File: config.mk
export PLATFORM = sky130hd
export DESIGN_NAME = multiplier_controller
export DESIGN_NICKNAME = d
export VERILOG_FILES = /design/src/rtl/multiplier_controller.sv
export SDC_FILE = /design/constraint.sdc
export NUM_CORES = 1
export LEC_CHECK = 0
export ABC_AREA = 1
export CORE_MARGIN = 2
export CORE_UTILIZATION = 40
export DETAILED_ROUTE_END_ITERATION = 8
export GPL_ROUTABILITY_DRIVEN = 1
export HOLD_SLACK_MARGIN = 0.03
export PLACE_DENSITY = 0.72
export SYNTH_ARGS = -nofsm -noshare
export SYNTH_HDL_FRONTEND = slang
export SYNTH_SLANG_ARGS = --single-unit
File: constraint.sdc
create_clock -name clk -period 1.3 [get_ports clk]
set_input_delay 0.26 -clock clk [delete_from_list [all_inputs] [get_ports clk]]
set_output_delay 0.26 -clock clk [all_outputs]
set_load 0.1 [all_outputs]
File: src/rtl/multiplier_controller.sv
// rtl/multiplier_controller.sv - shift-add multiplier sequencer (LOAD, ADD/SHIFT per bit, DONE)
module multiplier_controller #(
    parameter int WIDTH = 32
) (
    input  logic                       clk,
    input  logic                       rst_n,
    input  logic                       start,
    input  logic                       product_lsb,
    output logic                       w_ctrl_Multiplicand,
    output logic                       w_ctrl_Product,
    output logic                       init_ctrl_Product,
    output logic                       addu_ctrl,
    output logic                       srl_ctrl_Product,
    output logic                       busy,
    output logic                       done,
    output logic [$clog2(WIDTH):0]     iter_cnt
);

    localparam int CW = $clog2(WIDTH) + 1;
    localparam logic [CW-1:0] LAST_ITER = CW'(WIDTH - 1);

    typedef enum logic [2:0] {
        S_IDLE,
        S_LOAD,
        S_ADD,
        S_SHIFT,
        S_DONE
    } state_t;

    state_t        state;
    state_t        state_nxt;
    logic [CW-1:0] cnt;
    logic [CW-1:0] cnt_nxt;

    always_ff @(posedge clk or negedge rst_n) begin
        if (!rst_n) begin
            state <= S_IDLE;
            cnt   <= '0;
        end else begin
            state <= state_nxt;
            cnt   <= cnt_nxt;
        end
    end

    always_comb begin
        state_nxt           = state;
        cnt_nxt             = cnt;
        w_ctrl_Multiplicand = 1'b0;
        w_ctrl_Product      = 1'b0;
        init_ctrl_Product   = 1'b0;
        addu_ctrl           = 1'b0;
        srl_ctrl_Product    = 1'b0;
        busy                = 1'b0;
        done                = 1'b0;
        case (state)
            S_IDLE: begin
                // Clearing on entry makes iter_cnt already 0 while LOAD is visible.
                if (start) begin
                    state_nxt = S_LOAD;
                    cnt_nxt   = '0;
                end
            end
            S_LOAD: begin
                w_ctrl_Multiplicand = 1'b1;
                w_ctrl_Product      = 1'b1;
                init_ctrl_Product   = 1'b1;
                busy                = 1'b1;
                cnt_nxt             = '0;
                state_nxt           = S_ADD;
            end
            S_ADD: begin
                addu_ctrl      = product_lsb;
                w_ctrl_Product = product_lsb;
                busy           = 1'b1;
                state_nxt      = S_SHIFT;
            end
            S_SHIFT: begin
                srl_ctrl_Product = 1'b1;
                busy             = 1'b1;
                if (cnt == LAST_ITER) begin
                    state_nxt = S_DONE;
                end else begin
                    cnt_nxt   = cnt + 1'b1;
                    state_nxt = S_ADD;
                end
            end
            S_DONE: begin
                done      = 1'b1;
                state_nxt = S_IDLE;
            end
            default: begin
                state_nxt = S_IDLE;
            end
        endcase
    end

    assign iter_cnt = cnt;

endmodule
==> impl_metrics.json <==
{
  "dieWidth_um": 41.6,
  "gp_congestion": 0.833,
  "via_count": 648,
  "fin_cells": 128,
  "pre_cts_ws_ns": -0.153,
  "fin_hold_ws_ns": 0.306,
  "ys_ff_latch": 9,
  "portBuffers": 16,
  "regArea_um2": 240,
  "grt_pass1_vias": 617,
  "slew_headroom_pct": 71.0,
  "antenna_found_initial": 0,
  "io-pin-count": 17,
  "insertion_delay_ns": 0.26,
  "synthCells": 82,
  "clk_pin_slew_ns": 0.06,
  "numCtsBuffers": 3,
  "initial_core_util_pct": 42.8,
  "diodes": 0,
  "critPathCaptureType": "output pin",
  "critPathKind": "reg -> out",
  "firstDrtPassIters": 4,
  "violations": "setup timing",
  "layout_commonest_cell": "nand2_1",
  "timing.final.crit_share_pct": 120,
  "drc": 0,
  "h-tree-depth": 1,
  "drv_cap": 0,
  "critPathArrivalTime_ns": 1.30,
  "worst_hold_path_type": "in -> async",
  "grt_remaining_overflow": 0,
  "track_usage_pct": 18.9,
  "final_cell_mix": "nand2_1 (23), buf_12 (13), inv_1 (11)",
  "cp-start-kind": "register",
  "placed_cells": 118,
  "cp_top_family": "flip-flops",
  "ant_nets": 0,
  "hold_viol": 0,
  "final_area_um2": 1130,
  "hold_buffers": 0,
  "synth_nets": 87,
  "yosysUniqueCellTypes": 19,
  "setup_viol": 11,
  "crit_buf_inv": 3,
  "cts_num_sinks": 9,
  "layout_min_cycle_time_ns": 1.56,
  "fp-row-count": 13,
  "clockRootBuffer": "clkbuf_4",
  "wl_per_cell_um": 12.7,
  "crit_top_cell": "inv_2",
  "syn_area_per_cell_um2": 6.88,
  "synth_area_um2": 564,
  "path_cells": "inv_2, nand2_4, nor2_4, inv_2, o21ai_4, buf_12",
  "finClkSkew_ns": 0.000515,
  "drive_gt1_share_pct": 55.8,
  "cts_buffer_depth": 2,
  "cpPeakStageDelay_ns": 0.43,
  "final_nets": 119,
  "avgViaCountPerCell": 5.06,
  "status": "finished, violations left",
  "cts_tree": "done",
  "coreArea_um2": 1320,
  "grt_pass1_wl_mm": 2.49,
  "timing.critical_path.fanout_max": 3,
  "critPathRequiredTime_ns": 1.04,
  "multi_input_area_um2": 389,
  "max_freq_mhz": 642,
  "grt_max_degree": 10,
  "place_area_um2": 1000,
  "die_area_um2": 1730,
  "drtIter0Drc": 13,
  "ys_warn_count": 0,
  "fill_cells": 70,
  "rsz0062_at_grt": "true",
  "cp_slowest_cell": "dfrtp_1",
  "drt-total-wl_mm": 1.63,
  "tightest_slew_ns": 0.433,
  "dp_hpwl_mm": 1.10,
  "layout_setup_ws_ns": -0.258,
  "finalMaxSlewViolations": 0,
  "area_delta_synth_final_pct": 99.8,
  "yosysSeqAreaShare_pct": 39.9,
  "die_h_um": 41.6
}
## cells by family (layout without fill, tap and decap cells)
| group | count (synthesis) | in the layout | share of synthesized area (%) |
|---|---|---|---|
| AO/OA/AOI/OAI | 3 | 3 | 3.10 |
| adder cells (fa/ha/maj) | 1 | 1 | 2.22 |
| buffers and inverters | 16 | 47 | 11.5 |
| flip-flops | 9 | 9 | 39.9 |
| AND/OR/NAND/NOR | 53 | 53 | 43.2 |
## worst reg2reg max path: stages, from the launching register on
cell      delay (ns)
dfrtp_2         0.45
buf_4           0.17
nand3_4         0.11
clkinv_4        0.08
buf_6           0.12
nand2_4         0.06
nand2_4         0.08
nand2_1         0.07
nand2_1         0.05
## routing by layer
layer,vias up,GRT usage [%],part of all wire (%)
met4,0,11.0,2.4
met5,-,0,0
met2,29,29.7,50
met3,6,6.09,5.3
li1,312,-,-
met1,301,22.4,42
## synthesized netlist by cell type
cell / number / area (um2)
a21oi_1: 1 / 5.00
nand2_4: 1 / 11.3
o21ai_0: 1 / 5.00
inv_2: 2 / 7.51
clkinv_2: 1 / 5.00
o211ai_1: 1 / 7.51
nand3_2: 1 / 10.0
nor3_1: 1 / 5.00
inv_1: 12 / 45.0
buf_4: 1 / 7.51
nand4_1: 1 / 6.26
or2_2: 2 / 12.5
ha_1: 1 / 12.5
nand2_2: 1 / 6.26
nand3_1: 8 / 40.0
dfrtp_1: 9 / 225
nand2_1: 29 / 109
nor2_1: 5 / 18.8
nor2_2: 4 / 25.0
## per-stage QoR
step | utilization [%] | TNS [ns]
floorplan | - | -2.35
global placement | 76.2 | -0.167
detailed placement | 76.2 | -0.236
CTS | 80.2 | -1.65
global route | 85.6 | -2.41
finish | 85.6 | -1.56
## registers in the layout, indices dropped and copies added, names as in the netlist
name / cells
state: 3
iter_cnt: 6
## final timing paths
kind | start | to | slack (ns) | depth (start not counted)
max in group asynchronous | rst_n | iter_cnt[1] | 0.66 | 1
min in group clk | iter_cnt[5] | iter_cnt[5] | 0.55 | 2
min | rst_n | state[2] | 0.31 | 1
min reg2reg | iter_cnt[5] | iter_cnt[5] | 0.55 | 2
max | state[2] | w_ctrl_Product | -0.26 | 6
max reg2reg | state[0] | iter_cnt[1] | 0 | 8
## final cells by class
cell class,instances,share of cell area [%]
Inverter,15,5.44
Sequential cell,9,21.3
Timing Repair Buffer,28,34.7
Tap cell,15,1.66
Multi-Input combinational cell,57,34.5
Clock buffer,4,2.33
## repair_timing
| item | CTS | global route |
|---|---|---|
| endpoints found under the hold margin | 0 | 0 |
| gates resized for setup | 5 | 8 |
| pin swaps | 3 | 6 |
| buffers inserted | 2 | 5 |
| endpoints found under the setup margin | 9 | 14 |
Power is not shown: default switching activity piles up to over one toggle a cycle in this logic, so the estimate is an artifact.
